### src/rtl/complex_fir_coeff_loader.sv
// Multi-bank complex coefficient RAM with a valid/ready tap streamer for the complex FIR load port.
// Optional feature: define COEFF_CONJUGATE_EN to add a per-stream saturating conjugate of Im.
`timescale 1ns/1ps
module complex_fir_coeff_loader #(
  parameter int LENGTH     = 20,
  parameter int DATA_WIDTH = 18,
  parameter int NUM_BANKS  = 2,
  parameter int ADDR_WIDTH = 10,
  parameter int BANK_WIDTH = 4
) (
  input  logic                  clock,
  input  logic                  reset,
  input  logic                  wrEnable,
  input  logic [BANK_WIDTH-1:0] wrBank,
  input  logic [ADDR_WIDTH-1:0] wrAddr,
  input  logic [DATA_WIDTH-1:0] wrDataRe,
  input  logic [DATA_WIDTH-1:0] wrDataIm,
  input  logic                  loadStart,
  input  logic [BANK_WIDTH-1:0] loadBank,
`ifdef COEFF_CONJUGATE_EN
  input  logic                  conjugate,
`endif
  input  logic                  coeffReady,
  output logic                  coeffValid,
  output logic [DATA_WIDTH-1:0] coeffOutRe,
  output logic [DATA_WIDTH-1:0] coeffOutIm,
  output logic                  coeffLast,
  output logic                  coeffSetFlag,
  output logic                  busy,
  output logic                  error
);

  localparam int MEM_DEPTH = NUM_BANKS * LENGTH;
  localparam int MEM_AW    = (MEM_DEPTH > 1) ? $clog2(MEM_DEPTH) : 1;
  localparam int CNT_W     = ADDR_WIDTH + 1;
  localparam logic [CNT_W-1:0]      LEN_LIM  = CNT_W'(LENGTH);
  localparam logic [CNT_W-1:0]      LAST_IDX = CNT_W'(LENGTH - 1);
  localparam logic [BANK_WIDTH:0]   BANK_LIM = (BANK_WIDTH + 1)'(NUM_BANKS);

  typedef enum logic [1:0] {ST_IDLE, ST_LOAD, ST_DONE} state_t;
  state_t state_reg, state_next;

  logic [2*DATA_WIDTH-1:0] mem [MEM_DEPTH];
  logic [2*DATA_WIDTH-1:0] rd_data_reg;
  logic [BANK_WIDTH-1:0]   bank_reg;
  logic [CNT_W-1:0]        issue_reg;
  logic                    valid_reg;
  logic                    last_reg;
  logic                    flag_reg;
  logic                    error_reg;

  logic              wr_accept, wr_reject;
  logic              start_accept, start_reject;
  logic              handshake, last_xfer, fetch;
  logic [MEM_AW-1:0] wr_index, rd_index;
  logic signed [DATA_WIDTH-1:0] im_raw, im_eff;

  assign wr_accept = wrEnable
                   && ({1'b0, wrBank} < BANK_LIM)
                   && ({1'b0, wrAddr} < LEN_LIM)
                   && !((state_reg == ST_LOAD) && (wrBank == bank_reg));
  assign wr_reject = wrEnable && !wr_accept;

  assign start_accept = loadStart && (state_reg != ST_LOAD) && ({1'b0, loadBank} < BANK_LIM);
  assign start_reject = loadStart && !start_accept;

  assign handshake = valid_reg && coeffReady;
  assign last_xfer = handshake && last_reg;
  // Refill the output register whenever it is empty or being drained, so taps flow at one per cycle.
  assign fetch = (state_reg == ST_LOAD) && (!valid_reg || coeffReady) && (issue_reg < LEN_LIM);

  assign wr_index = MEM_AW'(int'(wrBank) * LENGTH + int'(wrAddr));
  assign rd_index = MEM_AW'(int'(bank_reg) * LENGTH + int'(issue_reg));

  // RAM has no reset; the read register doubles as the output holding register under backpressure.
  always_ff @(posedge clock) begin
    if (wr_accept) begin
      mem[wr_index] <= {wrDataRe, wrDataIm};
    end
    if (fetch) begin
      rd_data_reg <= mem[rd_index];
    end
  end

  always_ff @(posedge clock) begin
    if (reset) begin
      state_reg <= ST_IDLE;
    end else begin
      state_reg <= state_next;
    end
  end

  always_comb begin
    state_next = state_reg;
    case (state_reg)
      ST_IDLE, ST_DONE: if (start_accept) state_next = ST_LOAD;
      ST_LOAD:          if (last_xfer) state_next = ST_DONE;
      default:          state_next = ST_IDLE;
    endcase
  end

  always_ff @(posedge clock) begin
    if (reset) begin
      bank_reg  <= '0;
      issue_reg <= '0;
      valid_reg <= 1'b0;
      last_reg  <= 1'b0;
      flag_reg  <= 1'b0;
      error_reg <= 1'b0;
    end else begin
      error_reg <= wr_reject || start_reject;
      if (start_accept) begin
        bank_reg  <= loadBank;
        issue_reg <= '0;
        valid_reg <= 1'b0;
        last_reg  <= 1'b0;
        flag_reg  <= 1'b0;
      end else if (state_reg == ST_LOAD) begin
        if (last_xfer) begin
          valid_reg <= 1'b0;
          last_reg  <= 1'b0;
          flag_reg  <= 1'b1;
        end else if (fetch) begin
          valid_reg <= 1'b1;
          last_reg  <= (issue_reg == LAST_IDX);
          issue_reg <= issue_reg + 1'b1;
        end
      end
    end
  end

  assign im_raw = rd_data_reg[DATA_WIDTH-1:0];

`ifdef COEFF_CONJUGATE_EN
  localparam logic signed [DATA_WIDTH-1:0] IM_MIN = {1'b1, {(DATA_WIDTH-1){1'b0}}};
  localparam logic signed [DATA_WIDTH-1:0] IM_MAX = {1'b0, {(DATA_WIDTH-1){1'b1}}};
  logic conj_reg;

  always_ff @(posedge clock) begin
    if (reset) begin
      conj_reg <= 1'b0;
    end else if (start_accept) begin
      conj_reg <= conjugate;
    end
  end

  // The most negative value has no positive twin, so it saturates.
  assign im_eff = !conj_reg ? im_raw : ((im_raw == IM_MIN) ? IM_MAX : -im_raw);
`else
  assign im_eff = im_raw;
`endif

  assign coeffValid   = valid_reg;
  assign coeffLast    = last_reg;
  assign coeffOutRe   = valid_reg ? rd_data_reg[2*DATA_WIDTH-1:DATA_WIDTH] : '0;
  assign coeffOutIm   = valid_reg ? im_eff : '0;
  assign coeffSetFlag = flag_reg;
  assign busy         = (state_reg == ST_LOAD);
  assign error        = error_reg;

endmodule
### config.mk
export PLATFORM = sky130hd
export DESIGN_NAME = complex_fir_coeff_loader
export DESIGN_NICKNAME = d
export VERILOG_FILES = /design/src/rtl/complex_fir_coeff_loader.sv
export SDC_FILE = /design/constraint.sdc
export NUM_CORES = 1
export LEC_CHECK = 0
export CAP_MARGIN = 20
export CORE_MARGIN = 10
export CORE_UTILIZATION = 50
export CTS_CLUSTER_DIAMETER = 100
export DETAILED_ROUTE_END_ITERATION = 12
export PLACE_DENSITY = 0.68
export SYNTH_ARGS = -nofsm -noshare
export SYNTH_HDL_FRONTEND = slang
export SYNTH_SLANG_ARGS = --single-unit
### constraint.sdc
create_clock -name clock -period 5.55 [get_ports clock]
set_input_delay 1.665 -clock clock [delete_from_list [all_inputs] [get_ports clock]]
set_output_delay 1.665 -clock clock [all_outputs]
set_load 0.02 [all_outputs]
Word-level counts from Yosys, hierarchy flattened
Memory sizes are Yosys's and may differ from the RTL's. A register that Yosys moved wholly into a read port is not among the register bits.
Index checks and enable logic that the tools add are counted.
{"block": "op_classes", "addsub": 3, "mul": 2, "magnitude_cmp": 4, "n_eq_ne": 7, "mux": 11, "bitwise": 1, "reduce_logical": 26}
{"cell": "18-bit 2-to-1 mux", "n": 2}
{"cell": "6-bit adder", "n": 2}
{"cell": "1-bit logical AND", "n": 12}
{"cell": "11-bit by 1-bit adder with 11-bit output (second input constant)", "n": 1}
{"cell": "11-bit by 5-bit equality test with 1-bit output (second input constant)", "n": 1}
{"cell": "11-bit by 5-bit < comparator with 1-bit output (second input constant)", "n": 1}
{"cell": "10-bit by 5-bit < comparator with 1-bit output (second input constant)", "n": 1}
{"cell": "4-bit by 2-bit < comparator with 1-bit output (second input constant)", "n": 2}
{"cell": "4-bit by 3-bit multiplier with 4-bit output (second input constant)", "n": 2}
{"cell": "1-bit 2-to-1 mux", "n": 6}
{"cell": "2-bit AND reduction", "n": 3}
{"cell": "4-bit equality test", "n": 1}
{"cell": "1-bit zero test", "n": 4}
{"cell": "2-bit 2-to-1 mux", "n": 2}
{"cell": "2-bit by 1-bit inequality test with 1-bit output (second input constant)", "n": 2}
{"cell": "2-bit case mux with 2 select lines", "n": 1}
{"cell": "2-bit OR reduction", "n": 2}
{"cell": "3-bit AND reduction", "n": 1}
{"cell": "2-bit by 1-bit equality test with 1-bit output (second input constant)", "n": 1}
{"cell": "2-bit equality test (second input constant)", "n": 1}
{"cell": "2-bit zero test", "n": 1}
{"cell": "1-bit logical OR", "n": 2}
{"cell": "2-bit inequality test (second input constant)", "n": 1}
{"cell": "2-bit nonzero test", "n": 1}
{"cell": "1-bit inverter", "n": 1}
{"block": "word_totals", "register_bits": 21, "mem_bits_rw": 1440, "elab_cells": 62, "n_memories": 1}
{"name": "mem", "words": 40, "width": 36, "rd": 1, "rd_clocked_by_memory_dff": 1, "wr": 1, "line_no": "43", "source": "logic [2*DATA_WIDTH-1:0] mem [MEM_DEPTH];"}

Logic depth before layout (Yosys ltp)
Gate-level depths: netlist of run 1.
{"block": "logic_depth", "word_depth": 7, "depth_mapped": 9}

Worst setup path before layout of run 1
No wires, ideal clock.
{"block": "synth_path", "path_kind": "input-to-reg", "start": "in wrBank[0]", "end": "mem mem[15][0] in the netlist's numbering (enable)", "setup_time_ns": 0.429, "t_arrival_ns": 4.429, "slack_ns": 0.691, "cell_stages": 6, "n_path_buf": 0, "path_cell_list": "ha_1 > ha_1 > a21oi_1 > xnor2_1 > nand3_1 > nor2_1"}
{"block": "synth_via", "elab_chain_cells": 6, "elab_cells_between_ends": 11, "classes_between": "add/sub: 1; mul: 1; order compare: 1; eq/ne: 1; mux: 2; reduce/logical: 5"}
{"item": "from (decl)", "line_no": "14", "source": "input logic [BANK_WIDTH-1:0] wrBank,"}
{"item": "branches (longest 6 deep; another with 6-bit adder)"}
{"item": "to (decl)", "line_no": "43"}
Parallel ways; which one is timed is not known.

Worst setup path in the final report of run 1
{"block": "layout_path", "start": "reg valid_reg (netlist: coeffValid)", "end": "out coeffOutIm[8]"}
{"block": "layout_via", "elab_chain_cells": 1}
{"item": "from (decl)", "line_no": "47", "source": "logic valid_reg;"}
{"item": "from (signal assigned)", "line_no": "106", "source": "valid_reg <= 1'b0;"}
{"item": "from (signal assigned)", "line_no": "115", "source": "valid_reg <= 1'b0;"}
{"item": "from (signal assigned)", "line_no": "120", "source": "valid_reg <= 1'b0;"}
{"item": "18-bit 2-to-1 mux", "line_no": "156", "source": "assign coeffOutIm = valid_reg ? im_eff : '0;"}
{"item": "to (decl)", "line_no": "26", "source": "output logic [DATA_WIDTH-1:0] coeffOutIm,"}
Every way passes these cells.

==> metrics.txt, run 1 <==
slowest CP cell=dfxtp_2; hpwl dp=86400 um; Worst VDD drop=just over 300 uV; CP required=roughly 3.9 ns; vias in the first global route=~30000; Final Max Slew Viols=0; count of final setup violators=0; Cells after Synth=approximately 3000; Post-synth EDFFs=roughly 1500; Placer Congestion=slightly below 0.9; Top delay family on crit path=buffers and inverters; Clock Latency Late Sink=0.76 ns; Residual DRC=0; DP Area=slightly above 60000 sq um; PD cells=339 nW/um^2; f_max=between 200 and 250 MHz; synth warn=0; sequential fraction of design power=a little over half; Worst Path Buf+Inv=2; worst hold path type=flop to flop; DIE WIDTH=approximately 360 um; H-tree levels=4; post-synthesis cell type count=39; min Tclk post-route=between 4 and 5 ns; Critical Path AT=around 2.8 ns; Slew HR=between 20% and 30%; final hold vios=0; die height=between 300 and 400 um; crit-path cells=buf_4, and2_1, clkdlybuf4s50_1; CP Max Fanout=25; post-synth top area cell=edfxtp_1; CP endpoint kind=output port; DR vias=29900; 1st-pass router iterations=6; core area=~120000 sq um; DR WL/cell=about 29 um; Final ANT Viol Nets=0; CTS sink count=roughly 1500; Logic pwr share=~2.2%; sequential-to-total area share from yosys stat=76.7%; Hold Startpoint=issue_reg[6]; proportion of layout cells with a drive suffix above 1=16.6%; grt ovf=0; post-cts hold buffer count=0; Largest register FFs=approximately 1400; hold depth=1; layout net count=around 3300; cell area after layout=roughly 67000 sq um; largest net degree at the start of global routing=between 100 and 150; die area=131000 sq um; crit path kind=flop to output port; FP Rows=about 130; fin util=a little under three fifths; crit path launch=coeffValid; clock tree root buffer cell=clkbuf_16; post-synthesis net count=between 3000 and 4000; I/O Pins=100; most area-consuming cells after synthesis=edfxtp_1 76%, mux2i_1 9.9%, mux4_2 2.8%; Register-to-Register Path Depth=7; setup bufs post-CTS=0; worst hold slack=~0.46 ns; r2r setup slk=between 1.5 and 2 ns; predominant post-synthesis flop cell=edfxtp_1; routed wire length=around 140000 um; Post-synth ARST share=0%; post-cts gate resize count=0; IO buf count=roughly 100; R2R Path Start=issue_reg[0]; initial antenna violation count=1; Layout area overhead=14.3%; synth cell count leaders=1476 x edfxtp_1, 579 x mux2i_1, 145 x a22oi_1; Clock power frac=a little over two fifths; initial core utilization=around half; unrepaired setup endpoints after global routing=false; worst slew pin tran=roughly 1.1 ns; initial DRC count=about 3200; Worst R2R End=rd_data_reg[16]; CTS Buf Count=roughly 150; Int Pwr=roughly 18 mW; leakage=19.8 nW; Max-Cap Viols=0; CTS clk-pin slew, worst paths=~0.06 ns; Hold Crit Endpoint=issue_reg[6]; most instantiated library cell after synthesis=edfxtp_1; Total Routing Usage GR=21.5%; Syn Std Cell Area=between 50000 and 60000 sq um; Final period util=between 80% and 90%; type of origin of the critical path=flop; Synth Register Bits=about 1500; Final Skew=around 0.03 ns; Yosys top cell area share=76.0%; mean number of vias per cell=slightly above 6; Sw Share=between 10% and 20%; Net Sw Power=4.49 mW; CP max stage delay=between 0.8 and 0.9 ns; Setup TNS Final=0 ns; outcome=completed; CTS tree=built; Avg Inst Size Synth=between 15 and 20 sq um; first-pass GRT wire length=between 200000 and 250000 um; buffer depth of the longest clock path=3
-- logic make-up (layout without fill, tap and decap cells) --
logic type	Yosys count	count (layout)	share of synthesized area, %
other	0	3	0
AOI/OAI and AO/OA	448	448	6.19
buffers and inverters	185	510	1.70
DFF	1497	1497	76.7
xor gates and xnor gates	18	18	0.270
adders and majority gates	11	11	0.262
and+or+nand+nor	184	184	1.49
muxes	687	687	13.4
-- routing by layer --
layer | part of all wire (%) | GRT usage [%]
met5 | 0 | 0
met4 | 3.2 | 7.40
met3 | 7.1 | 3.46
met2 | 50 | 35.8
met1 | 40 | 28.8
-- worst reg2reg max path, delay by kind of cell, from the launching register on --
kind	cells	cell delay, ns
DFF	1	1.00
muxes	1	0.10
AOI/OAI and AO/OA	4	1.80
buffers and inverters	2	0.75
-- power by group through the flow --
stage,logic (mW),clock network [mW],registers (mW)
global route,0.518,10.3,12.4
floorplan,0.135,0,12.7
detailed placement,0.495,0,12.7
finish,0.491,9.72,12.4
CTS,0.496,9.84,12.4
global placement,0.482,0,12.7
-- how the worst max path moves through the flow --
stage,to,cells after the start,slack [ns]
4_1_cts,coeffOutIm[12],3,1.00
3_3_place_gp,mem[22][35],9,0.75
6_report,coeffOutIm[8],3,1.08
3_5_place_dp,mem[33][23],8,0.75
2_1_floorplan,mem[15][0],6,0.69
5_1_grt,coeffOutIm[8],3,0.98
-- through the flow --
step | cells | setup slack [ns] | power (mW)
6_report | 4882 | 1.08 | 22.6
3_3_place_gp | 4608 | 0.747 | 13.1
2_1_floorplan | 3030 | 0.691 | 12.8
3_5_place_dp | 4608 | 0.746 | 13.2
5_1_grt | 4879 | 0.979 | 23.2
4_1_cts | 4879 | 1.00 | 22.8
-- cell usage in the layout (no fill, tap or decap), types with 18 or more instances in the layout --
cell	netlist	routed
buf_2	34	33
a22o_1	72	72
nand2_1	49	47
clkdlybuf4s50_1	0	66
edfxtp_1	1476	1476
nor2_4	0	42
nor2_1	61	19
o41ai_2	36	36
o22ai_1	36	36
a221oi_1	72	72
mux2i_1	579	579
a22oi_1	145	145
clkbuf_16	0	155
and2_1	45	44
buf_4	40	87
buf_12	0	42
clkinv_2	0	18
mux2_2	36	36
a21oi_1	76	76
clkinv_1	0	43
clkbuf_1	70	32
dfxtp_1	21	18
mux4_2	72	72
-- area by class of cell --
type	instances	area (sq um)
well taps	1524	1910
inverters	11	41.3
multi-input cells	1348	13000
repair buffers	228	2320
clock inverters	81	679
clock buffers	190	4040
flip-flops and latches	1497	44800
diodes	3	7.51
fillers	8457	49300
No activity file was read; power rests on OpenSTA's default activity.
==> run 2: changes to the inputs <==
--- a/config.mk
+++ b/config.mk
@@ -10,7 +10,7 @@
 export CORE_UTILIZATION = 50
 export CTS_CLUSTER_DIAMETER = 100
 export DETAILED_ROUTE_END_ITERATION = 12
-export PLACE_DENSITY = 0.68
+export PLACE_DENSITY = 0.71
 export SYNTH_ARGS = -nofsm -noshare
 export SYNTH_HDL_FRONTEND = slang
 export SYNTH_SLANG_ARGS = --single-unit
==> constraint.sdc (replaced) <==
create_clock -name clock -period 3.8 [get_ports clock]
set_input_delay 1.14 -clock clock [delete_from_list [all_inputs] [get_ports clock]]
set_output_delay 1.14 -clock clock [all_outputs]
set_load 0.02 [all_outputs]
==> metrics.txt, run 2 (same netlist as run 1, synthesis figures left out) <==
Placer Congestion=0.918; post-cts hold buffer count=0; number of diodes=0; post-cts gate resize count=0; IO buf count=99; buffer depth of the longest clock path=3; CP endpoint kind=output port; DR WL/cell=~30 um; mean number of vias per cell=roughly 6; initial core utilization=between 50% and 60%; Slew HR=just over 40%; Final ANT Viol Nets=0; CTS tree=built; largest net degree at the start of global routing=between 70 and 80; FP Rows=approximately 130; PD cells=around 480 nW/um^2; die height=about 360 um; CTS clk-pin slew, worst paths=about 0.06 ns; Final Max Slew Viols=0; DIE WIDTH=between 300 and 400 um; fin util=59.3%; routed wire length=around 150000 um; initial antenna violation count=0; Final period util=95.5%; count of final setup violators=0; grt ovf=0; crit path launch=coeffValid; Residual DRC=0; unrepaired setup endpoints after global routing=false; die area=around 130000 sq um; Final Skew=0.0231 ns; hpwl dp=just over 90000 um; CP required=2.66 ns; 1st-pass router iterations=6; cell area after layout=68800 sq um; final worst setup slack=roughly 0.17 ns; pre-CTS WS=-0.193 ns; Overall Power=around 33 mW; DP Area=between 60000 and 70000 sq um; initial DRC count=between 3000 and 4000; Hold Startpoint=issue_reg[10]; R2R Path Start=issue_reg[2]; CTS sink count=about 1500; vias in the first global route=31400; core area=116000 sq um; Largest register FFs=1440; Max-Cap Viols=0; CTS Buf Count=144; crit path kind=flop to output port; first-pass GRT wire length=around 220000 um; Worst VDD drop=397 uV; worst slew pin tran=about 0.9 ns; final hold vios=0; commonest cells after routing, fill and taps aside=1476 x edfxtp_1, 579 x mux2i_1, 154 x buf_4, 152 x clkbuf_16, 145 x a22oi_1; filler instances=between 8000 and 9000; proportion of layout cells with a drive suffix above 1=a little under a fifth; CP Max Fanout=21; DR vias=between 30000 and 40000; worst hold path type=flop to flop; clock tree root buffer cell=clkbuf_16; Critical Path AT=roughly 2.5 ns; outcome=completed; worst hold slack=0.465 ns; min Tclk post-route=3.63 ns; I/O Pins=100; f_max=roughly 280 MHz; Total Routing Usage GR=between 20% and 30%; Clock Latency Late Sink=0.75 ns; Layout area overhead=18.0%; most common cell after layout, fill and taps aside=edfxtp_1; setup bufs post-CTS=0; H-tree levels=4; type of origin of the critical path=flop; leakage=around 21 nW; layout net count=3445
==> run 2: final timing paths <==
kind                                        to  slack (ns)  cells after the start
worst min register to register   issue_reg[10]        0.47                      1
worst max register to register  rd_data_reg[0]        0.43                     10
worst min-delay path             issue_reg[10]        0.47                      1
worst max-delay path            coeffOutIm[14]        0.17                      3
==> run 2: power by group <==
part,internal (mW),switching (mW)
Sequential,18.1,0.00968
Clock,8.17,5.87
Combinational,0.229,0.595
==> run 2: layout make-up <==
| cell class | count | area (sq um) | share of cell area, % |
|---|---|---|---|
| Inverter | 11 | 41.3 | 0.0600 |
| Sequential cell | 1497 | 44800 | 65.0 |
| Tap cell | 1524 | 1910 | 2.77 |
| Timing Repair Buffer | 373 | 4540 | 6.60 |
| Clock buffer | 182 | 3930 | 5.70 |
| Multi-Input combinational cell | 1348 | 13000 | 18.8 |
| Clock inverter | 77 | 692 | 1.01 |
==> run 2: critical path: stages, from the launching register on <==
cell	delay [ns]
dfxtp_2	0.64
buf_12	0.23
and2_1	0.19
clkdlybuf4s50_1	0.62
==> run 2: through the flow <==
step                      instances  setup TNS, ns
final                          5012              0
after detailed placement       4753        -179.85
after global routing           5012              0
after global placement         4753        -253.41
after CTS                      5012              0
after floorplan                3030        -730.04
==> run 2: routing by layer <==
layer,track usage (%),vias to the layer above,wire (um)
met2,37.2,1489,73200
met3,3.47,274,10800
met4,9.91,0,6810
li1,-,13100,-
met1,28.8,15600,56800
met5,0,-,0
==> run 3: changes to the inputs <==
--- a/config.mk
+++ b/config.mk
@@ -6,6 +6,7 @@
 export NUM_CORES = 1
 export LEC_CHECK = 0
 export CAP_MARGIN = 20
+export CORE_ASPECT_RATIO = 0.5
 export CORE_MARGIN = 10
 export CORE_UTILIZATION = 50
 export CTS_CLUSTER_DIAMETER = 100
==> metrics.txt, run 3 (same netlist as run 1, synthesis figures left out) <==
fin util=58.4%; Final ANT Viol Nets=0; number of diodes=0; proportion of layout cells with a drive suffix above 1=17.9%; Final Skew=approximately 0.031 ns; 1st-pass router iterations=5; initial core utilization=around half; Clock power frac=roughly 41%; sequential fraction of design power=a little under three fifths; filler instances=about 8000; core area=approximately 120000 sq um; type of origin of the critical path=flop; sequential cell area=between 40000 and 50000 sq um; CP endpoint kind=output port; Worst R2R End=rd_data_reg[33]; f_max=276 MHz; grt ovf=0; Total Routing Usage GR=21.9%; DIE WIDTH=approximately 500 um; hold depth=1; initial DRC count=around 4200; R2R Path Start=issue_reg[2]; Largest register FFs=between 1000 and 1500; leakage=roughly 20 nW; outcome=completed; CP Max Fanout=22; count of final setup violators=0; cell area after layout=a little under 70000 sq um; commonest cells after routing, fill and taps aside=1476 x edfxtp_1, 579 x mux2i_1, 163 x buf_4, 145 x a22oi_1, 138 x clkbuf_16; Logic pwr share=roughly 2.6%; first-pass GRT wire length=212000 um; DR vias=just over 30000; Hold Startpoint=issue_reg[7]; most common cell after layout, fill and taps aside=edfxtp_1; largest net degree at the start of global routing=73; final hold vios=0; DP Area=between 60000 and 70000 sq um; FP Rows=roughly 90; Net Sw Power=6.33 mW; Clock Latency Late Sink=0.75 ns; clock tree root buffer cell=clkbuf_16; layout net count=about 3400; Layout area overhead=15.7%; Hold Crit Endpoint=issue_reg[7]; CTS tree=built; CP required=2.66 ns; Final Max Slew Viols=0; PD cells=472 nW/um^2; vias in the first global route=30000; DR WL/cell=just under 30 um; r2r setup slk=between 0.4 and 0.5 ns; IO buf count=99; multi-input logic area=13000 sq um; worst slew pin tran=about 1.1 ns; Placer Congestion=0.868; Worst VDD drop=around 370 uV; Critical Path AT=2.48 ns; Register-to-Register Path Depth=7; CTS clk-pin slew, worst paths=0.06 ns; I/O Pins=100; die height=262 um; Final period util=95.2%; post-cts hold buffer count=0; Slew HR=a little over a quarter; CTS sink count=between 1000 and 1500; unrepaired setup endpoints after global routing=false; routed wire length=approximately 150000 um; crit path kind=flop to output port; mean number of vias per cell=around 6.2; H-tree levels=4; die area=132000 sq um; Residual DRC=0; buffer depth of the longest clock path=3; hpwl dp=between 90000 and 100000 um; Int Pwr=25.5 mW; Max-Cap Viols=0; initial antenna violation count=6; Sw Share=19.9%; worst hold path type=flop to flop; CTS Buf Count=roughly 130; min Tclk post-route=between 3 and 4 ns
## run 3: changes by cell type in the layout (fill, tap and decap cells not counted), moves of 3 or more
cell,change
inv_6,-3
bufinv_16,-5
clkbuf_1,+8
buf_16,+4
buf_4,+9
clkinv_2,-5
clkbuf_16,-14
buf_2,+5
buf_12,-46
clkinv_1,-10
clkdlybuf4s50_1,-5
## run 3: worst max path at each step
stage | from | to | slack, ns | cells after the start
final | coeffValid | coeffOutRe[17] | 0.18 | 3
after detailed placement | wrBank[0] | mem[35][26] | -0.38 | 10
after global placement | wrBank[0] | mem[32][23] | -0.58 | 9
after CTS | coeffValid | coeffOutRe[2] | 0.10 | 3
after floorplan | wrBank[0] | mem[15][0] | -0.53 | 6
after global routing | coeffValid | coeffOutRe[2] | 0.09 | 3
## run 3: critical path, cell delays in order (launching register included)
cell and delay (ns):
dfxtp_4 0.54, buf_12 0.26, and2_1 0.27, clkdlybuf4s50_1 0.66
## run 3: what timing repair did
item / CTS / global route
endpoints found under the setup margin: 3 / 0
gates resized for setup: 1 / 0
buffers inserted: 0 / 0
## run 3: power groups by stage
| stage | combinational, mW | sequential, mW | clock [mW] |
|---|---|---|---|
| after detailed placement | 0.818 | 18.5 | 0 |
| final | 0.821 | 18.1 | 12.9 |
| after global placement | 0.803 | 18.5 | 0 |
| after global routing | 0.860 | 18.1 | 13.7 |
| after floorplan | 0.197 | 18.5 | 0 |
| after CTS | 0.820 | 18.1 | 13.1 |
## run 3: per-layer routing
metal / global-route usage [%] / share of wire (%)
met1: 31.9 / 41
met2: 33.5 / 46
met3: 3.84 / 9.5
met4: 7.55 / 3.1
met5: 0 / 0.0096
## run 3: final cells by class
| cell class | instances | area share [%] |
|---|---|---|
| Sequential cell | 1497 | 66.3 |
| Multi-Input combinational cell | 1348 | 19.2 |
| Clock inverter | 56 | 0.706 |
| Inverter | 11 | 0.0612 |
| Tap cell | 1530 | 2.84 |
| Timing Repair Buffer | 340 | 5.59 |
| Clock buffer | 175 | 5.32 |
## run 3: per-stage QoR
step	setup slack, ns	power (mW)	cells	setup TNS, ns	hold slack [ns]
finish	0.181	31.9	4957	0	0.465
global route	0.0883	32.7	4957	0	0.497
CTS	0.102	32.0	4957	0	0.464
detailed placement	-0.384	19.3	4726	-147.72	0.446
global placement	-0.577	19.3	4722	-185.72	0.444
floorplan	-0.534	18.7	3030	-730.04	0.431
